**src/rtl/alu_adder_pkg.sv**
```systemverilog
// Shared types and sizing helpers for the chunked ALU adder.
// The helpers let every instance derive its chunk count and counter width from WIDTH and CHUNK.
package alu_adder_pkg;

    typedef enum logic [1:0] {IDLE, CALC, DONE} add_state_t;

    function automatic int calc_nchunk(input int width, input int chunk);
        return width / chunk;
    endfunction

    // A single-chunk configuration still needs a 1-bit counter.
    function automatic int calc_count_w(input int nchunk);
        return (nchunk > 1) ? $clog2(nchunk) : 1;
    endfunction

endpackage

```
**src/rtl/chunk_adder.sv**
```systemverilog
// Combinational CHUNK-bit ripple adder built from fullAdder cells.
// Also exposes the carry into the top bit so the caller can derive signed overflow.
module chunk_adder #(
    parameter int CHUNK = 16
) (
    output logic [CHUNK-1:0] sum,
    output logic             cout,
    output logic             c_msb_in,
    input  logic [CHUNK-1:0] a,
    input  logic [CHUNK-1:0] b,
    input  logic             cin
);

    logic [CHUNK:0] carry;

    assign carry[0] = cin;

    generate
        for (genvar gi = 0; gi < CHUNK; gi++) begin : g_bit
            fullAdder u_fa (
                .a    (a[gi]),
                .b    (b[gi]),
                .cin  (carry[gi]),
                .sum  (sum[gi]),
                .cout (carry[gi+1])
            );
        end
    endgenerate

    assign cout     = carry[CHUNK];
    assign c_msb_in = carry[CHUNK-1];

endmodule

```
**src/rtl/fullAdder.sv**
```systemverilog
// One-bit full adder cell; the building block of the chunk ripple.
module fullAdder (
    input  logic a,
    input  logic b,
    input  logic cin,
    output logic sum,
    output logic cout
);

    assign sum  = a ^ b ^ cin;
    assign cout = (a & b) | (cin & (a ^ b));

endmodule

```
**src/rtl/chunked_alu_adder.sv**
```systemverilog
// Multi-cycle adder/subtractor: CHUNK bits per cycle, LSB chunk first, with ARM NZCV flags.
// One chunk_adder is time-shared across all chunks through a registered carry.
module chunked_alu_adder
    import alu_adder_pkg::*;
#(
    parameter int WIDTH = 64,
    parameter int CHUNK = 16
) (
    input  logic             clk,
    input  logic             reset,
    input  logic             in_valid,
    output logic             in_ready,
    input  logic [WIDTH-1:0] a,
    input  logic [WIDTH-1:0] b,
    input  logic             sub,
    output logic             out_valid,
    input  logic             out_ready,
    output logic [WIDTH-1:0] sum,
    output logic             flag_n,
    output logic             flag_z,
    output logic             flag_c,
    output logic             flag_v
);

    localparam int NCHUNK = calc_nchunk(WIDTH, CHUNK);
    localparam int CW     = calc_count_w(NCHUNK);
    localparam logic [CW-1:0] LAST = CW'(NCHUNK - 1);

    generate
        if (WIDTH % CHUNK != 0) begin : g_bad_chunk
            $error("chunked_alu_adder: WIDTH must be a multiple of CHUNK");
        end
    endgenerate

    add_state_t       state_reg, state_next;
    logic [CW-1:0]    count_reg;
    logic [WIDTH-1:0] a_reg, b_reg, sum_reg;
    logic             carry_reg;
    logic             n_reg, z_reg, c_reg, v_reg;

    logic [31:0]      base;
    logic [CHUNK-1:0] a_chunk, b_chunk, chunk_sum;
    logic             chunk_cout, chunk_c_msb;
    logic             last_chunk;
    logic [WIDTH-1:0] final_sum;

    assign base       = 32'(count_reg) * 32'(CHUNK);
    assign a_chunk    = a_reg[base +: CHUNK];
    assign b_chunk    = b_reg[base +: CHUNK];
    assign last_chunk = (count_reg == LAST);

    chunk_adder #(.CHUNK(CHUNK)) u_chunk_adder (
        .sum      (chunk_sum),
        .cout     (chunk_cout),
        .c_msb_in (chunk_c_msb),
        .a        (a_chunk),
        .b        (b_chunk),
        .cin      (carry_reg)
    );

    // Full result as it will look once the current chunk is written; flags use it on the last chunk.
    always_comb begin
        final_sum                    = sum_reg;
        final_sum[base +: CHUNK]     = chunk_sum;
    end

    always_comb begin
        state_next = state_reg;
        case (state_reg)
            IDLE:    if (in_valid)   state_next = CALC;
            CALC:    if (last_chunk) state_next = DONE;
            DONE:    if (out_ready)  state_next = IDLE;
            default:                 state_next = IDLE;
        endcase
    end

    always_ff @(posedge clk or negedge reset) begin
        if (!reset) begin
            state_reg <= IDLE;
            count_reg <= '0;
            a_reg     <= '0;
            b_reg     <= '0;
            sum_reg   <= '0;
            carry_reg <= 1'b0;
            n_reg     <= 1'b0;
            z_reg     <= 1'b0;
            c_reg     <= 1'b0;
            v_reg     <= 1'b0;
        end else begin
            state_reg <= state_next;
            case (state_reg)
                IDLE: begin
                    // Subtraction is a + ~b + 1: invert b once and seed the carry.
                    if (in_valid) begin
                        a_reg     <= a;
                        b_reg     <= b ^ {WIDTH{sub}};
                        carry_reg <= sub;
                        count_reg <= '0;
                    end
                end
                CALC: begin
                    sum_reg   <= final_sum;
                    carry_reg <= chunk_cout;
                    count_reg <= count_reg + 1'b1;
                    if (last_chunk) begin
                        n_reg <= chunk_sum[CHUNK-1];
                        z_reg <= (final_sum == '0);
                        c_reg <= chunk_cout;
                        v_reg <= chunk_c_msb ^ chunk_cout;
                    end
                end
                default: ;
            endcase
        end
    end

    assign in_ready  = (state_reg == IDLE);
    assign out_valid = (state_reg == DONE);
    assign sum       = sum_reg;
    assign flag_n    = n_reg;
    assign flag_z    = z_reg;
    assign flag_c    = c_reg;
    assign flag_v    = v_reg;

endmodule
```
**config.mk**
```make
export PLATFORM = sky130hd
export DESIGN_NAME = chunked_alu_adder
export DESIGN_NICKNAME = d
export VERILOG_FILES = /design/src/rtl/alu_adder_pkg.sv /design/src/rtl/chunk_adder.sv /design/src/rtl/fullAdder.sv /design/src/rtl/chunked_alu_adder.sv
export SDC_FILE = /design/constraint.sdc
export NUM_CORES = 1
export LEC_CHECK = 0
export ABC_AREA = 1
export BUFFER_PORTS_ARGS = -buffer_cell sky130_fd_sc_hd__buf_2
export CAP_MARGIN = 20
export CORE_MARGIN = 1
export CORE_UTILIZATION = 51
export DETAILED_ROUTE_END_ITERATION = 10
export PLACE_DENSITY = 0.78
export RECOVER_POWER = 25
export REMOVE_ABC_BUFFERS = 1
export SLEW_MARGIN = 10
export SYNTH_ARGS = -nofsm -noshare
export SYNTH_HDL_FRONTEND = slang
export SYNTH_SLANG_ARGS = --single-unit
```
**constraint.sdc**
```tcl
create_clock -name clk -period 7.4 [get_ports clk]
set_input_delay 0.74 -clock clk [delete_from_list [all_inputs] [get_ports clk]]
set_output_delay 0.74 -clock clk [all_outputs]
set_load 0.005 [all_outputs]
```
======== Yosys cells after proc, flatten, opt, wreduce, memory -nomap -nowiden ========
Index checks and enable logic that the tools add are counted.
Widths: inputs -> output; s select.
word-level totals
  register bits ........................... 201
  output and inout port bits .............. 70
operators by class
  $add $sub $neg .......................... 2
  eq/ne operators ......................... 6
  shift-type cells ........................ 4
  multiplexer cells ....................... 9
  bitwise logic cells ..................... 82
  reductions and logical operators ........ 7
operators by type and width
  operator                  count
  $shiftx 64x7->16          2
  $bwmux 64                 1
  $logic_not 64->1          1
  $shift 16x34->64 const A  1
  $shiftx 16x34->64         1
  $xor 64x64->64            1
  $neg 6->34                1
  $xor 1x1->1               33
  $and 1x1->1               32
  $or 1x1->1                16
  $mux 2                    4
  $pmux 2 s3                1
  $reduce_and 2->1          3
  $eq 2x2->1 const B        2
  $ne 2x2->1 const B        2
  $pmux 2 s2                1
  $reduce_and 3->1          1
  $add 2x1->2 const B       1
  $eq 2x1->1 const B        1
  $logic_not 2->1           1
  $ne 2x1->1 const B        1
  $pmux 1 s2                1
  $reduce_bool 2->1         1
  $mux 1                    1

======== Longest topological paths before layout ========
  depth after elaboration ................. 36
  depth in mapped cells ................... 32

======== Modules after synthesis ========
A second synthesis with hierarchy kept.
second synthesis, totals
  cells, all modules ...................... 1319
  area, all modules ....................... 10412.5 um^2
by module, submodules not included
  module             instances  cells an instance  area each (um^2)  seq. area each (um^2)
  chunked_alu_adder  1          1303               10092.2           5029.8
  fullAdder          16         1                  20.0              0.0

======== Worst setup path after synthesis ========
Ideal clock, no wire load.
  path type ............................... reg-to-reg
  from .................................... register count_reg[0]
  to ...................................... register z_reg (netlist: flag_z)
  library setup time ...................... 0.065 ns
  arrival ................................. 8.111 ns
  required time ........................... 7.335 ns
  path slack .............................. -0.776 ns
  stages on the path, launching flop included .. 33
  path buffers ............................ 4
  path through ............................ dfrtp_1 > buf_4 > buf_4 > buf_4 > buf_4 > a21oi_1 > a32o_1 > fa_1 > fa_1 > fa_1 > fa_1 > fa_1 > fa_1 > fa_1 > fa_1 > fa_1 > fa_1 > fa_1 > fa_1 > fa_1 > fa_1 > inv_1 > fa_1 > fa_1 > nand2_1 > nor2_1 > a21boi_0 > nand2_1 > nor2_1 > nand2_1 > nor2_1 > nand3_1 > nand2_1
between the ends
  longest elaborated chain between the ends .. 36
  elaborated cells between the ends (all ways) .. 86
  those cells by class .................... 1 x add/sub; 1 x eq/ne; 4 x shift; 1 x mux; 77 x bitwise; 2 x reduce/logical
RTL lines
  item                                        RTL line                                          source
  start: declaration                          chunked_alu_adder.sv:36                           logic [CW-1:0] count_reg;
  start signal: assignment                    chunked_alu_adder.sv:104                          count_reg <= count_reg + 1'b1;
  $shiftx 64x7->16 (on tied branches)         chunked_alu_adder.sv:48, chunked_alu_adder.sv:49
  $xor 1x1->1                                 fullAdder.sv:11                                   assign cout = (a & b) | (cin & (a ^ b));
  $and 1x1->1                                 fullAdder.sv:11
  $or 1x1->1                                  fullAdder.sv:11
  $and 1x1->1                                 fullAdder.sv:11
  $or 1x1->1                                  fullAdder.sv:11
  $and 1x1->1                                 fullAdder.sv:11
  $or 1x1->1                                  fullAdder.sv:11
  (+21 left out)                              -
  $or 1x1->1                                  fullAdder.sv:11
  $and 1x1->1                                 fullAdder.sv:11
  $or 1x1->1                                  fullAdder.sv:11
  $xor 1x1->1 (*)                             fullAdder.sv:10                                   assign sum = a ^ b ^ cin;
  named net u_chunk_adder.g_bit[15].u_fa.sum  fullAdder.sv:6                                    output logic sum,
  $shiftx 16x34->64 (*)                       chunked_alu_adder.sv:64                           final_sum[base +: CHUNK] = chunk_sum;
  $bwmux 64 (*)                               chunked_alu_adder.sv:64
  $logic_not 64->1 (*)                        chunked_alu_adder.sv:107                          z_reg <= (final_sum == '0);
  end signal: assignment                      chunked_alu_adder.sv:107
  end: declaration                            chunked_alu_adder.sv:39                           logic n_reg, z_reg, c_reg, v_reg;
Mark *: on every way through the listed nets, which the timed path passes. The rest lies on a longest branch.
A chain may end at the register's enable or synchronous reset.

======== Worst setup path in the final report ========
Ends and elaborated chain as after synthesis.

==> summary by stage <==
Placed design
In this run the cell area measured after placement is between 10000 and 15000 µm². The HPWL reported at the end of detailed placement is 19100 µm. The instance count after placement with tap cells included is roughly 1700.

Buffers placed on the I/O ports in this run total between 200 and 250. The placer's final routability congestion estimate is ~0.91.

Die
The die is around 150 µm wide. The die covers about 21000 µm². For this configuration, the core starts out at a cell density of 52.8%. The number of rows in the core area is 51. The floorplan die height is approximately 150 µm. The area of the core is around 20000 µm². For this design the top-level I/O count stands at roughly 200.

Cells and area
The finished cells cover approximately 12000 µm². The area growth from synthesis to layout is 18.2%. The net total in the final layout is 1629. Of the cells placed in the final design, the portion with a size suffix greater than 1 is roughly 20%.

The fill cell instance count of the final layout is 1747. For this run, the number of standard cells in the final layout without fillers is about 1800. 0 antenna diodes ended up in the layout.

Power and ir drop
The leakage power summed over all cells is around 6.1 nW. The power per cell area is 527 nW/µm². The post-route total power is 0.00651 W.

The worst-case vdd ir drop is 0.000226 V.

STA
The worst slew slack as a fraction of its limit is -224%. The setup-violating endpoint count in the final report is 1. Derived from the worst setup path, the maximum achievable clock frequency is roughly 130 MHz. Between clock sinks in the finished design, the worst skew comes to about 0.016 ns. The final worst-path setup slack is -0.148 ns. For the pin with the worst max-slew slack, the measured transition is 4.86 ns. The total negative setup slack is -0.148 ns. Of the available clock period, the critical path in the final layout requires 102%. The total count of hold-check failures in the final report is 0. Setup repair after global routing could not meet its margin everywhere. The max-slew violation count is between 80 and 90. The worst path in the final design needs a cycle of 7.55 ns, including I/O delays and setup.

Run status
The checks that failed: capacitance limit, slew limit, setup timing. The flow ran to the end, but the final reports show violations.

Setup path
Tracing the worst setup path back leads to its startpoint at count_reg[0]. The standard cell with the maximum stage delay on the critical path is sky130_fd_sc_hd__dfrtp_4. The largest fanout on the critical path is 6. The worst register-to-register path begins at count_reg[0]. The critical path ends at flag_z. In this run the critical register-to-register path is captured at flag_z.

The required time of the critical path is between 7 and 8 ns. By instance count, the cell type seen most on the critical path is sky130_fd_sc_hd__fa_2. For this run, the slowest stage of the critical path takes 0.51 ns.

The endpoint arrival time on the critical path is roughly 8 ns. The nature of the critical path endpoint is a register. Counting cells, the worst reg-to-reg path comes to 29.

The worst setup path is launched from a register. By startpoint and endpoint, the worst setup path is classified as reg2reg. In this run the register-to-register setup slack is -0.15 ns.

CTS
CTS built an H-tree with a depth of 1. The CTS tree is yes. After clock tree synthesis, the clock-pin slew on the worst setup and hold paths is approximately 0.06 ns. CTS placed an instance of sky130_fd_sc_hd__clkbuf_16 at the clock tree root.

The buffer levels on the longest clock path is 3. The clock sink count is 201. The worst-skew pair later-pin latency is about 0.5 ns. TritonCTS created 21 clock buffers.

Synthesis
The biggest area contributor in the post-synthesis netlist is sky130_fd_sc_hd__dfrtp_1. The count of flip-flops with a built-in enable after synthesis is 0. Yosys printed 0 warnings. The most instantiated flip-flop cell in the synthesis netlist is sky130_fd_sc_hd__dfrtp_1. The post-synthesis instance total is between 1000 and 1500. The synthesized design devotes to its leading area cell type roughly half of total area. In the post-synthesis netlist, the biggest area contributors are sky130_fd_sc_hd__dfrtp_1 48%, sky130_fd_sc_hd__nand2_1 19%, sky130_fd_sc_hd__o21ai_0 5.7%, sky130_fd_sc_hd__xnor2_1 5.5%, sky130_fd_sc_hd__nor2_1 3.6%.

Yosys instantiated no cell more often than sky130_fd_sc_hd__nand2_1. The cell area after technology mapping is 10400 µm². The number of different library cells in the post-synthesis netlist is 33. Dividing the synthesized area by the synthesized cell count gives between 8 and 9 µm². Ranked by instance count, the synthesized netlist is headed by 529 x sky130_fd_sc_hd__nand2_1, 201 x sky130_fd_sc_hd__dfrtp_1, 118 x sky130_fd_sc_hd__o21ai_0, 99 x sky130_fd_sc_hd__nor2_1, 65 x sky130_fd_sc_hd__xnor2_1.

The post-synthesis async set-or-reset flop share is between 90% and 100%. After synthesis, flip-flops and latches occupy ~48% of the total area. The count of state elements after synthesis is 201.

Route
After detailed routing, the number of remaining DRC violations is 0. The number of optimization iterations in the first detailed-route pass is 8. The number of vias after detailed routing is around 9400. Dividing the detail-routed wire length by the instance count gives between 15 and 20 µm.

The number of routed nets with antenna violations is 0. The total length of routed wires is 27800 µm. The detail-routed via count per cell is between 5 and 6. The detailed router finished its first iteration with around 760 violations.

Global routing
The total global-route track usage is between 20% and 30%. The largest net degree at the start of global routing is slightly below 100. The initial antenna violation count was 0. The overall overflow remaining after global route is 0. The wire length of the first global-routing pass is 45700 µm. The via count of the first global-routing pass is between 8000 and 9000.

Hold path
Counting instances, the worst hold path has a depth of 2. The path class of the tightest hold or removal check is in2reg.

Job
The number of max-cap violations is 1.
final cells by class:
cell class / instances / area (µm²) / area share [%]
Multi-Input combinational cell: 981 / 4950 / 40.1
Timing Repair Buffer: 232 / 1250 / 10.1
Tap cell: 265 / 332 / 2.69
Sequential cell: 201 / 5030 / 40.8
Clock inverter: 2 / 10.0 / 0.0811
Clock buffer: 34 / 624 / 5.06
Inverter: 37 / 141 / 1.15
routing by layer:
metal,GRT usage (%),share of wire [%]
met1,37.3,44
met2,42.7,46
met3,4.21,6.7
met4,8.83,3.3
met5,0,0
worst min path at each step:
| stage | start | end | slack, ns |
|---|---|---|---|
| floorplan | reset | a_reg[0] | 0.44 |
| global route | out_ready | state_reg[1] | 0.43 |
| CTS | reset | sum[25] | 0.33 |
| global placement | a_reg[30] | a_reg[30] | 0.46 |
| detailed placement | a_reg[30] | a_reg[30] | 0.46 |
| finish | out_ready | state_reg[1] | 0.42 |
placed cells by master (no fill, tap or decap), types with 2 or more instances in the layout:
cell type / Yosys / routed
sky130_fd_sc_hd__nand2_1: 529 / 528
sky130_fd_sc_hd__dfrtp_1: 201 / 200
sky130_fd_sc_hd__buf_2: 32 / 200
sky130_fd_sc_hd__o21ai_0: 118 / 118
sky130_fd_sc_hd__nor2_1: 99 / 97
sky130_fd_sc_hd__xnor2_1: 65 / 65
sky130_fd_sc_hd__a31oi_1: 31 / 31
sky130_fd_sc_hd__a21oi_1: 29 / 29
sky130_fd_sc_hd__inv_1: 30 / 29
sky130_fd_sc_hd__nand3_1: 29 / 29
sky130_fd_sc_hd__buf_4: 7 / 29
sky130_fd_sc_hd__a32o_1: 27 / 26
sky130_fd_sc_hd__clkbuf_16: 0 / 21
sky130_fd_sc_hd__fa_2: 0 / 15
sky130_fd_sc_hd__clkbuf_1: 37 / 9
sky130_fd_sc_hd__inv_2: 6 / 7
sky130_fd_sc_hd__a21boi_1: 7 / 7
sky130_fd_sc_hd__ha_1: 6 / 6
sky130_fd_sc_hd__nand3b_1: 5 / 5
sky130_fd_sc_hd__clkbuf_8: 0 / 5
sky130_fd_sc_hd__o21ai_1: 4 / 4
sky130_fd_sc_hd__o22ai_1: 4 / 4
sky130_fd_sc_hd__nor2_2: 2 / 3
sky130_fd_sc_hd__nor2_4: 1 / 2
sky130_fd_sc_hd__a22oi_1: 2 / 2
sky130_fd_sc_hd__nand4_1: 2 / 2
sky130_fd_sc_hd__clkinv_2: 0 / 2
timing repair:
| action | in CTS | in global routing |
|---|---|---|
| endpoints found under the setup margin | 14 | 5 |
| pin swaps | 8 | 5 |
| buffers inserted | 1 | 1 |
| resized for setup | 18 | 3 |
| hold buffers | 0 | 0 |
kinds of logic (layout without fill, tap and decap cells):
group / after synthesis / after routing / synth area share, %
adders and majority gates: 22 / 22 / 3.79
xor gates and xnor gates: 65 / 65 / 5.46
and+or+nand+nor: 669 / 669 / 24.8
buffers and inverters: 118 / 305 / 4.96
AOI/OAI and AO/OA: 225 / 225 / 12.8
DFF: 201 / 201 / 48.2
critical path, delay by kind of cell (launching register included):
family | cells | cell delay, ns
adders and majority gates | 16 | 5.56
and+or+nand+nor | 9 | 0.77
DFF | 1 | 0.51
AOI/OAI and AO/OA | 2 | 0.43
buffers and inverters | 2 | 0.18
per-stage QoR:
stage                     hold slack (ns)  utilization (%)  setup WS, ns
after floorplan                     0.444                -         -1.92
after global placement              0.458             58.8        -0.670
after detailed placement            0.462             58.8        -0.842
after CTS                           0.330             62.2        -0.214
after global routing                0.425             62.4        -0.375
final                               0.422             62.4        -0.148
report_power, final:
group          leakage (nW)  internal [W]  switching [W]
clock network         0.312      0.000573       0.000425
logic                  3.31       0.00135        0.00222
registers              2.51       0.00161       0.000327
Power figures use the tool's default switching activity.
